--- config.mk ---
export PLATFORM = sky130hd
export DESIGN_NAME = imm_gen_pipe
export DESIGN_NICKNAME = d
export VERILOG_FILES = /design/src/rtl/imm_gen_pkg.sv /design/src/rtl/imm_lane_insert.sv /design/src/rtl/imm_gen_pipe.sv
export SDC_FILE = /design/constraint.sdc
export NUM_CORES = 1
export LEC_CHECK = 0
export ABC_AREA = 1
export BUFFER_PORTS_ARGS = -buffer_cell sky130_fd_sc_hd__buf_2
export CORE_ASPECT_RATIO = 0.5
export CORE_MARGIN = 2
export CORE_UTILIZATION = 40
export DETAILED_ROUTE_END_ITERATION = 10
export PLACE_DENSITY = 0.67
export SLEW_MARGIN = 20
export SYNTH_ARGS = -nofsm -noshare
export SYNTH_HDL_FRONTEND = slang
export SYNTH_SLANG_ARGS = --single-unit
--- constraint.sdc ---
create_clock -name clk -period 15.5 [get_ports clk]
set_clock_uncertainty 0.05 [all_clocks]
set_input_delay 1.55 -clock clk [delete_from_list [all_inputs] [get_ports clk]]
set_output_delay 1.55 -clock clk [all_outputs]
set_load 0.02 [all_outputs]
--- src/rtl/imm_gen_pkg.sv ---
// rtl/imm_gen_pkg.sv - shared opcodes, result kinds and decoded-instruction type for imm_gen_pipe
// The decode helper honours IMM_GEN_W32_EN for the sf=0 forms.
package imm_gen_pkg;

  // Upper nine bits (inst[31:23]) of the 64-bit forms; inst[31] is sf.
  localparam logic [8:0] OP_MOVZ = 9'b110100101;
  localparam logic [8:0] OP_MOVN = 9'b100100101;
  localparam logic [8:0] OP_MOVK = 9'b111100101;
  localparam logic [8:0] OP_ADD  = 9'b100100010;
  localparam logic [8:0] OP_SUB  = 9'b110100010;

  typedef enum logic [2:0] {
    KIND_ILLEGAL      = 3'd0,
    KIND_MOVZ         = 3'd1,
    KIND_MOVN         = 3'd2,
    KIND_MOVK_MERGED  = 3'd3,
    KIND_MOVK_PARTIAL = 3'd4,
    KIND_ADDSUB       = 3'd5
  } kind_e;

  typedef enum logic [2:0] {
    CLS_ILLEGAL = 3'd0,
    CLS_MOVZ    = 3'd1,
    CLS_MOVN    = 3'd2,
    CLS_MOVK    = 3'd3,
    CLS_ADDSUB  = 3'd4
  } cls_e;

  typedef struct packed {
    cls_e        cls;
    logic [1:0]  hw;
    logic [15:0] imm16;
    logic [11:0] imm12;
    logic        sh;
    logic [4:0]  rd;
    logic        sf;
  } dec_t;

  function automatic dec_t decode(input logic [31:0] inst);
    dec_t d;
    logic form_ok;
    d.cls   = CLS_ILLEGAL;
    d.hw    = inst[22:21];
    d.imm16 = inst[20:5];
    d.imm12 = inst[21:10];
    d.sh    = inst[22];
    d.rd    = inst[4:0];
    d.sf    = inst[31];
    case (inst[30:23])
      OP_MOVZ[7:0]: d.cls = CLS_MOVZ;
      OP_MOVN[7:0]: d.cls = CLS_MOVN;
      OP_MOVK[7:0]: d.cls = CLS_MOVK;
      OP_ADD[7:0]:  d.cls = CLS_ADDSUB;
      OP_SUB[7:0]:  d.cls = CLS_ADDSUB;
      default:      d.cls = CLS_ILLEGAL;
    endcase
`ifdef IMM_GEN_W32_EN
    // 32-bit move-wide forms only have lanes 0 and 1.
    form_ok = d.sf || (d.cls == CLS_ADDSUB) || !d.hw[1];
`else
    form_ok = d.sf;
`endif
    if (!form_ok) d.cls = CLS_ILLEGAL;
    return d;
  endfunction

endpackage

--- src/rtl/imm_lane_insert.sv ---
// rtl/imm_lane_insert.sv - replace 16-bit lane hw of a 64-bit base with imm16 (combinational)
module imm_lane_insert (
  input  logic [63:0] base,
  input  logic [1:0]  hw,
  input  logic [15:0] imm16,
  output logic [63:0] result
);

  always_comb begin
    result = base;
    case (hw)
      2'd0: result[15:0]  = imm16;
      2'd1: result[31:16] = imm16;
      2'd2: result[47:32] = imm16;
      default: result[63:48] = imm16;
    endcase
  end

endmodule

--- src/rtl/imm_gen_pipe.sv ---
// rtl/imm_gen_pipe.sv - two-stage A64 MOVZ/MOVN/MOVK/ADD/SUB immediate generator with MOVK chain merge
// Define IMM_GEN_W32_EN to accept the 32-bit (sf=0) forms; otherwise they report ILLEGAL.
module imm_gen_pipe
  import imm_gen_pkg::*;
#(
  parameter int DATA_W = 64,
  parameter int TAG_W  = 4
) (
  input  logic              clk,
  input  logic              rst,
  input  logic              flush,
  input  logic              in_valid,
  output logic              in_ready,
  input  logic [31:0]       in_inst,
  input  logic [TAG_W-1:0]  in_tag,
  output logic              out_valid,
  input  logic              out_ready,
  output logic [DATA_W-1:0] out_imm,
  output logic [2:0]        out_kind,
  output logic [4:0]        out_rd,
  output logic [TAG_W-1:0]  out_tag
);

  logic             s1_valid;
  dec_t             s1_dec;
  logic [TAG_W-1:0] s1_tag;

  logic             s2_valid;
  kind_e            s2_kind;
  logic [63:0]      s2_val;
  logic [4:0]       s2_rd;
  logic [TAG_W-1:0] s2_tag;
  logic [1:0]       s2_hw;
  logic [15:0]      s2_imm16;
  logic             s2_sf;

  logic             chain_valid;
  logic [63:0]      chain_val;
  logic [4:0]       chain_rd;

  logic             s2_adv;
  logic             s1_adv;
  logic             out_fire;
  logic [63:0]      lane_val;
  logic [63:0]      merge_val;
  kind_e            exp_kind;
  logic [63:0]      exp_val;
  kind_e            res_kind;
  logic [63:0]      res_val;
  logic             merge_hit;

  assign s2_adv   = !s2_valid || out_ready;
  assign s1_adv   = !s1_valid || s2_adv;
  assign in_ready = s1_adv && !flush && !rst;
  assign out_fire = s2_valid && out_ready && !flush;

  // Stage 1: capture the decoded instruction.
  always_ff @(posedge clk or posedge rst) begin
    if (rst) begin
      s1_valid <= 1'b0;
      s1_dec   <= '0;
      s1_tag   <= '0;
    end else if (flush) begin
      s1_valid <= 1'b0;
    end else if (s1_adv) begin
      s1_valid <= in_valid;
      if (in_valid) begin
        s1_dec <= decode(in_inst);
        s1_tag <= in_tag;
      end
    end
  end

  imm_lane_insert u_lane_expand (
    .base   (64'd0),
    .hw     (s1_dec.hw),
    .imm16  (s1_dec.imm16),
    .result (lane_val)
  );

  // MOVK leaves stage 1 as a partial value; the merge happens against the chain at the output.
  always_comb begin
    exp_kind = KIND_ILLEGAL;
    exp_val  = 64'd0;
    case (s1_dec.cls)
      CLS_MOVZ: begin
        exp_kind = KIND_MOVZ;
        exp_val  = lane_val;
      end
      CLS_MOVN: begin
        exp_kind = KIND_MOVN;
        exp_val  = s1_dec.sf ? ~lane_val : {32'd0, ~lane_val[31:0]};
      end
      CLS_MOVK: begin
        exp_kind = KIND_MOVK_PARTIAL;
        exp_val  = lane_val;
      end
      CLS_ADDSUB: begin
        exp_kind = KIND_ADDSUB;
        exp_val  = s1_dec.sh ? {40'd0, s1_dec.imm12, 12'd0} : {52'd0, s1_dec.imm12};
      end
      default: begin
        exp_kind = KIND_ILLEGAL;
        exp_val  = 64'd0;
      end
    endcase
  end

  // Stage 2: expanded result register driving the outputs.
  always_ff @(posedge clk or posedge rst) begin
    if (rst) begin
      s2_valid <= 1'b0;
      s2_kind  <= KIND_ILLEGAL;
      s2_val   <= 64'd0;
      s2_rd    <= 5'd0;
      s2_tag   <= '0;
      s2_hw    <= 2'd0;
      s2_imm16 <= 16'd0;
      s2_sf    <= 1'b0;
    end else if (flush) begin
      s2_valid <= 1'b0;
    end else if (s2_adv) begin
      s2_valid <= s1_valid;
      if (s1_valid) begin
        s2_kind  <= exp_kind;
        s2_val   <= exp_val;
        s2_rd    <= s1_dec.rd;
        s2_tag   <= s1_tag;
        s2_hw    <= s1_dec.hw;
        s2_imm16 <= s1_dec.imm16;
        s2_sf    <= s1_dec.sf;
      end
    end
  end

  imm_lane_insert u_lane_merge (
    .base   (chain_val),
    .hw     (s2_hw),
    .imm16  (s2_imm16),
    .result (merge_val)
  );

  // The chain only changes on an output handshake, so this merge is stable while stalled.
  always_comb begin
    merge_hit = (s2_kind == KIND_MOVK_PARTIAL) && chain_valid && (chain_rd == s2_rd);
    res_kind  = s2_kind;
    res_val   = s2_val;
    if (merge_hit) begin
      res_kind = KIND_MOVK_MERGED;
      res_val  = s2_sf ? merge_val : {32'd0, merge_val[31:0]};
    end
  end

  always_ff @(posedge clk or posedge rst) begin
    if (rst) begin
      chain_valid <= 1'b0;
      chain_val   <= 64'd0;
      chain_rd    <= 5'd0;
    end else if (flush) begin
      chain_valid <= 1'b0;
    end else if (out_fire) begin
      case (res_kind)
        KIND_MOVZ, KIND_MOVN, KIND_MOVK_MERGED: begin
          chain_valid <= 1'b1;
          chain_val   <= res_val;
          chain_rd    <= s2_rd;
        end
        default: chain_valid <= 1'b0;
      endcase
    end
  end

  assign out_valid = s2_valid;
  assign out_imm   = DATA_W'(res_val);
  assign out_kind  = res_kind;
  assign out_rd    = s2_rd;
  assign out_tag   = s2_tag;

endmodule

==> flow_summary_export.csv, run 1 <==
group,metric,value,unit
run_status,status,"complete, no violations",
critical_path,r2r-end,"chain_val[54]",
finish,mostFrequentLayoutCell,"nand2_1",
pwr,p_leak,6.343,nW
critical_path,cpPeakStageDelay,0.74,ns
critical_path,cp_num_cells,7,
critical_path,cp_max_fo,21,
place,port-buffer-count,118,
yosys,synthCells,1540,
finish,area_growth,11.92,%
routing,routedWlPerCell,17.29,microns
timing,finalSetupViolations,0,
routing,drtIter0Drc,1371,
grt,globalRouteOverflowTotal,0,
critical_path,r2r_slack,12.31,ns
timing,finalCritPeriodShare,30.02,%
critical_path,endpoint,"out_imm[57]",
critical_path,worstPathCellList,"nand2_1 > inv_1 > nand2_1 > a21oi_1 > nand3_1 > nand2_1 > buf_2",
pwr,peakVddDrop,0.08165,mV
timing,tns,0,ns
yosys,synth-edff-count,0,
critical_path,crit_type,"register to output port",
cts,htreeDepth,4,
critical_path,required,13.90,ns
grt,grt_pass1_vias,9228,
critical_path,start_kind,"register",
routing,vias_per_cell,5.270,
cts,cts-root-buf,"clkbuf_16",
place,place_ws,11.42,ns
timing,finalWorstSetupSlack,10.85,ns
critical_path,path_buf_inv,2,
cts,postCtsHoldBufs,0,
yosys,syn_area,10560,sq um
cts,numCtsBuffers,17,
timing,clock.fmax,214.9,MHz
die,pin_count,119,
critical_path,reg2reg_from,"out_rd[1]",
pwr,power.total,1.255,mW
finish,fin_util,46.27,%
grt,grt_start_max_net_pins,127,
grt,grt.busiest_layer,"met1",
die,start_util,41.35,%
routing,drc,0,
yosys,yosysTopAreaCell,"dfrtp_1",
yosys,ys_top_cells_by_area,"dfrtp_1 47%, nand2_1 28%, nand3_1 7.1%, o21ai_0 5.8%, a21oi_1 2.5%",
job,maxCapViolCount,0,
timing,worst_slew_pin_slew,1.044,ns
place,dpl.hpwl,22660,microns
grt,grtUsageTotal,24.98,%
critical_path,rr_worst_depth,11,
critical_path,startpoint,"s2_hw[1]",
critical_path,arrival,3.05,ns
grt,antenna_found_initial,0,
cts,clock_tree.buffer_depth,2,
place,dpl_cell_area,11260,sq um
critical_path,crit_slowest_cell,"dfrtp_1",
finish,fillers,2677,
cts,cts_setup_buffers,0,
grt,grt_use_met3,7.016,%
grt,use_met1,39.66,%
routing,drt-pass1-iter-count,6,
routing,ant_nets,0,
cts,cts_resized,0,
finish,drive_gt1_share,11.09,%
die,core_area,25550,sq um
finish,num_antenna_cells,0,
critical_path,crit_family,"simple AND/OR/NAND/NOR gates",
die,row_count,41,
yosys,yosysSeqAreaShare,46.91,%
die,die_area,27800,sq um
cts,clk_pin_slew,0.07,ns
routing,vias,10270,
place,gp_congestion,0.9004,
timing,slew_viol_final,0,
finish,most-common-layout-cells,"777 x nand2_1, 198 x dfrtp_1, 149 x nand3_1",
yosys,avgSynthCellArea,6.859,sq um
grt,grt_pass1_wl,53660,microns
cts,clock-sinks,198,
yosys,synth_seq_cells,198,
die,die_x,233.8,microns
critical_path,endpoint_kind,"output port",
yosys,synth_nets,1581,
timing,rsz0062_at_grt,"false",
timing,relSlewSlack,29.96,%
timing,hold_viol,0,
timing,min_period,4.653,ns
cts,clk_latency,0.45,ns
cts,cts_tree,"yes",
finish,design_area,11820,sq um
die,die_height,118.9,microns
pwr,powerDensity,106.2,nW/um^2
grt,use_met2,32.12,%
routing,routed_wl,33690,microns
critical_path,cpMostUsedCell,"nand2_1",
yosys,synth_warnings,0,
finish,layout.nets,1633,
worst_hold_path,holdCritPathClass,"register to register",
yosys,synth_top_area_share,46.91,%
yosys,ys_types,27,
yosys,synthFlopType,"dfrtp_1",
yosys,async_reset_ff_share,100.0,%
==> logic make-up after synthesis <==
group,Yosys count,share of synthesized area (%)
flip-flops,198,46.91
AO/OA/AOI/OAI,185,8.908
AND/OR/NAND/NOR,989,37.29
XOR/XNOR,1,0.08293
buffers and inverters,167,6.811
==> state kept, by name (all words and copies together) (netlist names) <==
signal	cells
chain_rd	5
chain_val	64
chain_valid	1
out_rd	5
out_tag	4
out_valid	1
s1_dec	27
s1_tag	4
s1_valid	1
s2_hw	2
s2_imm16	16
s2_kind	3
s2_sf	1
s2_val	64
==> worst min-delay path by stage <==
stage	start	to	slack, ns	depth (start not counted)
2_1_floorplan	s1_tag[0]	out_tag[0]	0.39	2
3_3_place_gp	s1_tag[1]	out_tag[1]	0.40	2
3_5_place_dp	s1_tag[3]	out_tag[3]	0.41	2
4_1_cts	s1_tag[3]	out_tag[3]	0.43	2
5_1_grt	chain_val[10]	chain_val[10]	0.44	2
6_report	s1_tag[2]	out_tag[2]	0.43	2
==> layer usage <==
metal | wire length (microns) | part of all wire [%]
met1 | 16520 | 49
met5 | 0 | 0
met3 | 3241 | 9.6
met2 | 13260 | 39
met4 | 665 | 2.0
==> cells in the mapped netlist (2+ instances only) <==
| cell | instances |
|---|---|
| a21oi_1 | 52 |
| buf_1 | 6 |
| buf_2 | 35 |
| buf_6 | 6 |
| clkbuf_1 | 48 |
| dfrtp_1 | 198 |
| inv_1 | 66 |
| inv_2 | 5 |
| nand2_1 | 779 |
| nand3_1 | 149 |
| nand4_1 | 2 |
| nor2_1 | 48 |
| nor2_2 | 4 |
| o21ai_0 | 122 |
| o21ai_1 | 7 |
| o22ai_1 | 2 |
==> power by group <==
part | leakage, nW | internal (mW) | switching [mW]
Clock | 0.267 | 0.231 | 0.206
Sequential | 2.68 | 0.552 | 0.0590
Combinational | 3.40 | 0.0501 | 0.157
==> worst min-delay path: stages, from the launching register on <==
cell and delay [ns]:
dfrtp_1 0.35, nand2_1 0.05, nand2_1 0.05
==> area by class of cell <==
type,count,area [sq um],area share (%)
clock buffers,22,464.2,3.927
multi-input cells,1175,4927,41.68
inverters,71,274.0,2.318
clock inverters,10,97.59,0.8256
flip-flops and latches,198,4955,41.91
well taps,344,430.4,3.641
repair buffers,129,673.1,5.694
==> through the flow <==
stage,instances,hold WS [ns]
after global routing,1949,0.4424
after floorplan,1540,0.3922
after global placement,1917,0.3996
after CTS,1949,0.4292
final,1949,0.4283
after detailed placement,1917,0.4124
No activity file was read; power rests on OpenSTA's default activity.
==> run 2, diff against run 1 <==
- PLACE_DENSITY: 0.67 -> 0.69
- clock period: 15.5 -> 4.01 ns (I/O delays scaled with it)
==> run 2 against run 1 <==
Compared with the run above:
- sequential power increased to 3.8 times the previous value
- combinational power increased to 3.9 times the previous value
- critical path depth decreased by 1
- cell count increased by 0.41%
- register-to-register slack got worse by 11 ns
- setup slack got worse by 10 ns
- hold slack got worse by 0.37 ns
- via count increased by 0.47%
- critical endpoint is now out_imm[18]
==> flow_summary_export.csv, run 2 (synthesis gave the netlist of run 1 again) <==
group,metric,value,unit
timing,relSlewSlack,30.99,%
critical_path,rr_worst_depth,10,
finish,mostFrequentLayoutCell,"nand2_1",
cts,cts_setup_buffers,0,
cts,postCtsHoldBufs,0,
place,dpl.hpwl,22690,microns
timing,slew_viol_final,0,
cts,cts_resized,0,
cts,cts_tree,"yes",
critical_path,endpoint_kind,"output port",
timing,min_period,3.210,ns
routing,vias,10320,
timing,hold_viol,0,
critical_path,crit_type,"register to output port",
place,dpl_cell_area,11310,sq um
critical_path,start_kind,"register",
die,start_util,41.35,%
die,core_area,25550,sq um
grt,grtUsageTotal,24.46,%
grt,grt_pass1_wl,52640,microns
finish,drive_gt1_share,11.55,%
critical_path,crit_slowest_cell,"or2_1",
die,die_height,118.9,microns
critical_path,worstPathCellList,"or2_1 > nand2_1 > o21ai_1 > nand3_1 > nand2_1 > buf_2",
place,port-buffer-count,118,
critical_path,r2r-end,"chain_val[49]",
timing,clock.fmax,311.6,MHz
finish,area_growth,13.42,%
critical_path,required,3.56,ns
critical_path,cp_max_fo,31,
routing,drc,0,
critical_path,cpPeakStageDelay,0.88,ns
die,row_count,41,
cts,cts-root-buf,"clkbuf_16",
routing,drt-pass1-iter-count,6,
timing,worst_slew_pin_slew,1.029,ns
timing,finalSetupViolations,0,
job,maxCapViolCount,0,
routing,vias_per_cell,5.273,
grt,globalRouteOverflowTotal,0,
finish,most-common-layout-cells,"777 x nand2_1, 198 x dfrtp_1, 149 x nand3_1",
finish,reg_top3,"chain_val: 64 flops, s2_val: 64 flops, s1_dec: 27 flops",
die,pin_count,119,
grt,grt_pass1_vias,9313,
pwr,peakVddDrop,0.2836,mV
die,die_area,27800,sq um
routing,drtIter0Drc,1386,
place,gp_congestion,0.9240,
timing,rsz0062_at_grt,"false",
die,die_x,233.8,microns
cts,clk_latency,0.45,ns
cts,htreeDepth,4,
timing,finalCritPeriodShare,80.04,%
critical_path,r2r_slack,1.27,ns
cts,clock-sinks,198,
cts,clock_tree.buffer_depth,2,
timing,tns,0,ns
grt,antenna_found_initial,5,
pwr,powerDensity,427.1,nW/um^2
critical_path,reg2reg_from,"out_rd[3]",
run_status,status,"complete, no violations",
pwr,p_leak,6.411,nW
cts,clk_pin_slew,0.08,ns
cts,numCtsBuffers,17,
finish,layout.nets,1638,
finish,design_area,11980,sq um
routing,routedWlPerCell,17.12,microns
grt,grt_start_max_net_pins,147,
critical_path,arrival,2.76,ns
worst_hold_path,holdCritPathClass,"primary input to asynchronous set/reset pin",
routing,routed_wl,33510,microns
critical_path,cpMostUsedCell,"nand2_1",
routing,ant_nets,0,
-- run 2: power breakdown --
group / total [mW] / leakage [nW] / switching, mW / internal, mW
Combinational: 0.815 / 3.41 / 0.615 / 0.200
Clock: 1.95 / 0.321 / 0.819 / 1.13
Sequential: 2.35 / 2.68 / 0.218 / 2.13
-- run 2: routing by layer --
layer / wire (microns) / track usage, % / vias to the layer above
met1: 15940 / 38.22 / 4846
li1: - / - / 4962
met2: 13590 / 32.71 / 455
met5: 7 / 0 / -
met3: 3385 / 7.280 / 54
met4: 583 / 5.063 / 2
-- run 2: critical path, delay by kind of cell, from the launching register on --
family / cells / cell delay, ns
AND/OR/NAND/NOR: 4 / 1.26
flip-flops: 1 / 0.73
buffers and inverters: 1 / 0.20
AO/OA/AOI/OAI: 1 / 0.11
-- run 2: layout make-up --
cell class / count / area (sq um)
Fill cell: 2684 / 13570
Sequential cell: 198 / 4955
Multi-Input combinational cell: 1175 / 4922
Timing Repair Buffer: 134 / 735.7
Clock buffer: 18 / 439.2
Tap cell: 344 / 430.4
Inverter: 71 / 270.3
Clock inverter: 14 / 220.2
Antenna cell: 3 / 7.507
-- run 2: worst max-delay path by stage --
| stage | slack (ns) | depth (start not counted) | from | to |
|---|---|---|---|---|
| 3_5_place_dp | 1.31 | 10 | out_rd[3] | chain_val[8] |
| 4_1_cts | 0.81 | 6 | s2_hw[1] | out_imm[20] |
| 2_1_floorplan | 1.0 | 1 | rst | chain_rd[0] |
| 3_3_place_gp | 1.35 | 9 | out_rd[3] | out_imm[18] |
| 6_report | 0.80 | 6 | s2_hw[1] | out_imm[18] |
| 5_1_grt | 0.56 | 6 | s2_hw[1] | out_imm[17] |
-- run 2: metrics by stage --
stage	setup slack (ns)	power [mW]	util (%)	hold WS, ns	std cells
finish	0.8004	5.116	46.89	0.06202	1957
global route	0.5597	5.324	46.88	0.08452	1955
CTS	0.8076	5.123	46.87	0.07351	1954
detailed placement	1.306	3.184	44.28	0.4128	1922
global placement	1.348	3.171	44.28	0.3982	1922
floorplan	0.9986	2.864	-	0.3922	1540
==> run 3, diff against run 2 <==
- PLACE_DENSITY: 0.69 -> 0.67
- clock period: 4.01 -> 3.2 ns (I/O delays scaled with it)
==> run 3 against run 2 <==
Compared with the run above:
- core utilization hardly changed
- power rose by 20%
- cell area about the same
- critical endpoint is now out_imm[14]
- largest power group unchanged
==> flow_summary_export.csv, run 3 (synthesis gave the netlist of run 1 again) <==
group,metric,value,unit
run_status,status,"complete, no violations",
pwr,peakVddDrop,0.4256,mV
finish,instances_no_fill,1964,
finish,fin_util,46.93,%
grt,grt_start_max_net_pins,100,
die,row_count,41,
pwr,p_int,4.043,mW
job,maxCapViolCount,0,
critical_path,endpoint_kind,"output port",
critical_path,rr_worst_depth,7,
critical_path,crit_slowest_cell,"buf_4",
routing,drtIter0Drc,1446,
pwr,power.share.sequential,47.9,%
cts,clock_tree.buffer_depth,2,
grt,antenna_found_initial,3,
cts,htreeDepth,4,
routing,drc,0,
pwr,power_frac_clock,34.8,%
routing,routed_wl,33510,microns
routing,ant_nets,0,
grt,grt_pass1_wl,53890,microns
worst_hold_path,holdCritPathClass,"primary input to register",
routing,vias,10310,
place,place_ws,0.9904,ns
critical_path,worstPathCellList,"inv_2 > nand2_1 > nand2_1 > nor2_4 > buf_4 > nand3_1 > nand2_1 > buf_2",
place,port-buffer-count,118,
cts,clock-sinks,198,
timing,finalCritPeriodShare,84.20,%
grt,use_met1,37.36,%
cts,cts_resized,0,
cts,clk_latency,0.46,ns
grt,use_met2,34.04,%
worst_hold_path,hold_depth,3,
die,pin_count,119,
timing,worst_slew_pin_slew,0.8996,ns
routing,vias_per_cell,5.251,
cts,clk_pin_slew,0.07,ns
place,dpl.hpwl,22850,microns
finish,seq_area,4955,sq um
finish,multi_input_comb_area,4922,sq um
finish,drive_gt1_share,11.74,%
place,dpl_cell_area,11380,sq um
cts,cts_tree,"yes",
grt,grt_pass1_vias,9486,
finish,mostFrequentLayoutCell,"nand2_1",
critical_path,cpMostUsedCell,"nand2_1",
finish,reg_top3,"chain_val: 64 flops, s2_val: 64 flops, s1_dec: 27 flops",
timing,hold_viol,0,
grt,grt_use_met3,7.878,%
critical_path,r2r-end,"s2_val[7]",
timing,finalSetupViolations,0,
finish,design_area,11990,sq um
critical_path,crit_type,"register to output port",
timing,tns,0,ns
pwr,powerDensity,513.1,nW/um^2
place,dp.cells,1927,
finish,layout.nets,1647,
critical_path,cpPeakStageDelay,0.56,ns
pwr,p_sw_share,34.27,%
routing,drt-pass1-iter-count,5,
timing,clock.fmax,371.1,MHz
die,start_util,41.35,%
timing,min_period,2.694,ns
critical_path,required,2.83,ns
timing,relSlewSlack,39.80,%
timing,rsz0062_at_grt,"false",
die,die_area,27800,sq um
pwr,p_leak,6.405,nW
critical_path,r2r_slack,0.95,ns
critical_path,reg2reg_from,"s1_dec[38]",
timing,slew_viol_final,0,
worst_hold_path,hp-start,"in_inst[1]",
critical_path,cp_max_fo,64,
die,core_area,25550,sq um
cts,numCtsBuffers,17,
routing,routedWlPerCell,17.06,microns
pwr,switchingPower,2.108,mW
timing,finalWorstSetupSlack,0.5056,ns
finish,fillers,2630,
worst_hold_path,worstHoldEndpoint,"s1_dec[2]",
finish,most-common-layout-cells,"777 x nand2_1, 198 x dfrtp_1, 149 x nand3_1",
grt,grt.busiest_layer,"met1",
die,die_x,233.8,microns
finish,area_growth,13.50,%
grt,grtUsageTotal,24.87,%
grt,globalRouteOverflowTotal,0,
place,gp_congestion,0.9875,
cts,cts-root-buf,"clkbuf_16",
critical_path,start_kind,"register",
critical_path,arrival,2.32,ns
pwr,combPwrFrac,17.3,%
die,die_height,118.9,microns
-- run 3: cell count changes in the layout (fill, tap and decap cells not counted), moves of 2 or more --
cell	change
diode_2	-2
clkinvlp_4	+2
buf_4	+3
buf_12	+2
dlygate4sd3_1	+4
clkinv_4	+4
bufinv_16	-4
inv_6	-2
-- run 3: area by class of cell --
| cell class | count | area share (%) |
|---|---|---|
| multi-input combinational | 1175 | 41.06 |
| timing repair buffer | 143 | 6.992 |
| antenna | 1 | 0.02087 |
| inverter | 71 | 2.254 |
| tap | 344 | 3.590 |
| clock buffer | 19 | 3.694 |
| sequential | 198 | 41.33 |
| clock inverter | 13 | 1.064 |
-- run 3: worst max-delay path by stage --
stage,from,to,slack [ns],cells past startpoint
2_1_floorplan,rst,chain_rd[0],0.27,1
3_3_place_gp,out_rd[0],out_imm[47],1.02,7
3_5_place_dp,out_rd[1],out_imm[47],0.99,8
4_1_cts,out_rd[1],out_imm[47],0.49,8
5_1_grt,s2_hw[0],out_imm[35],0.37,7
6_report,out_rd[1],out_imm[14],0.51,8
-- run 3: metrics by stage --
step                      total power [mW]  hold slack [ns]
final                                6.151          0.01194
after global routing                 6.409          0.01240
after CTS                            6.150         0.004816
after detailed placement             4.023           0.3120
after global placement               4.013           0.3166
after floorplan                      3.589           0.3331
-- run 3: layer usage --
metal,share of wire (%),vias up
li1,-,4987
met1,47,4817
met2,40,452
met3,11,52
met4,1.6,4
met5,0.072,-
-- run 3: critical path, delay by kind of cell (launching register included) --
kind / cells / cell delay, ns
buffers and inverters: 3 / 0.80
DFF: 1 / 0.43
and+or+nand+nor: 5 / 0.56
-- run 3: power groups by stage --
stage / Clock (mW) / Combinational [mW] / Sequential [mW]
final: 2.14 / 1.06 / 2.95
after global routing: 2.27 / 1.18 / 2.96
after CTS: 2.17 / 1.05 / 2.93
after detailed placement: 0 / 1.05 / 2.98
after global placement: 0 / 1.03 / 2.98
after floorplan: 0 / 0.715 / 2.87
-- run 3: what timing repair did --
item                       CTS  global route
hold buffers                 4             0
setup endpoints to repair    0             0
hold endpoints to repair    18             0
setup buffers                0             0
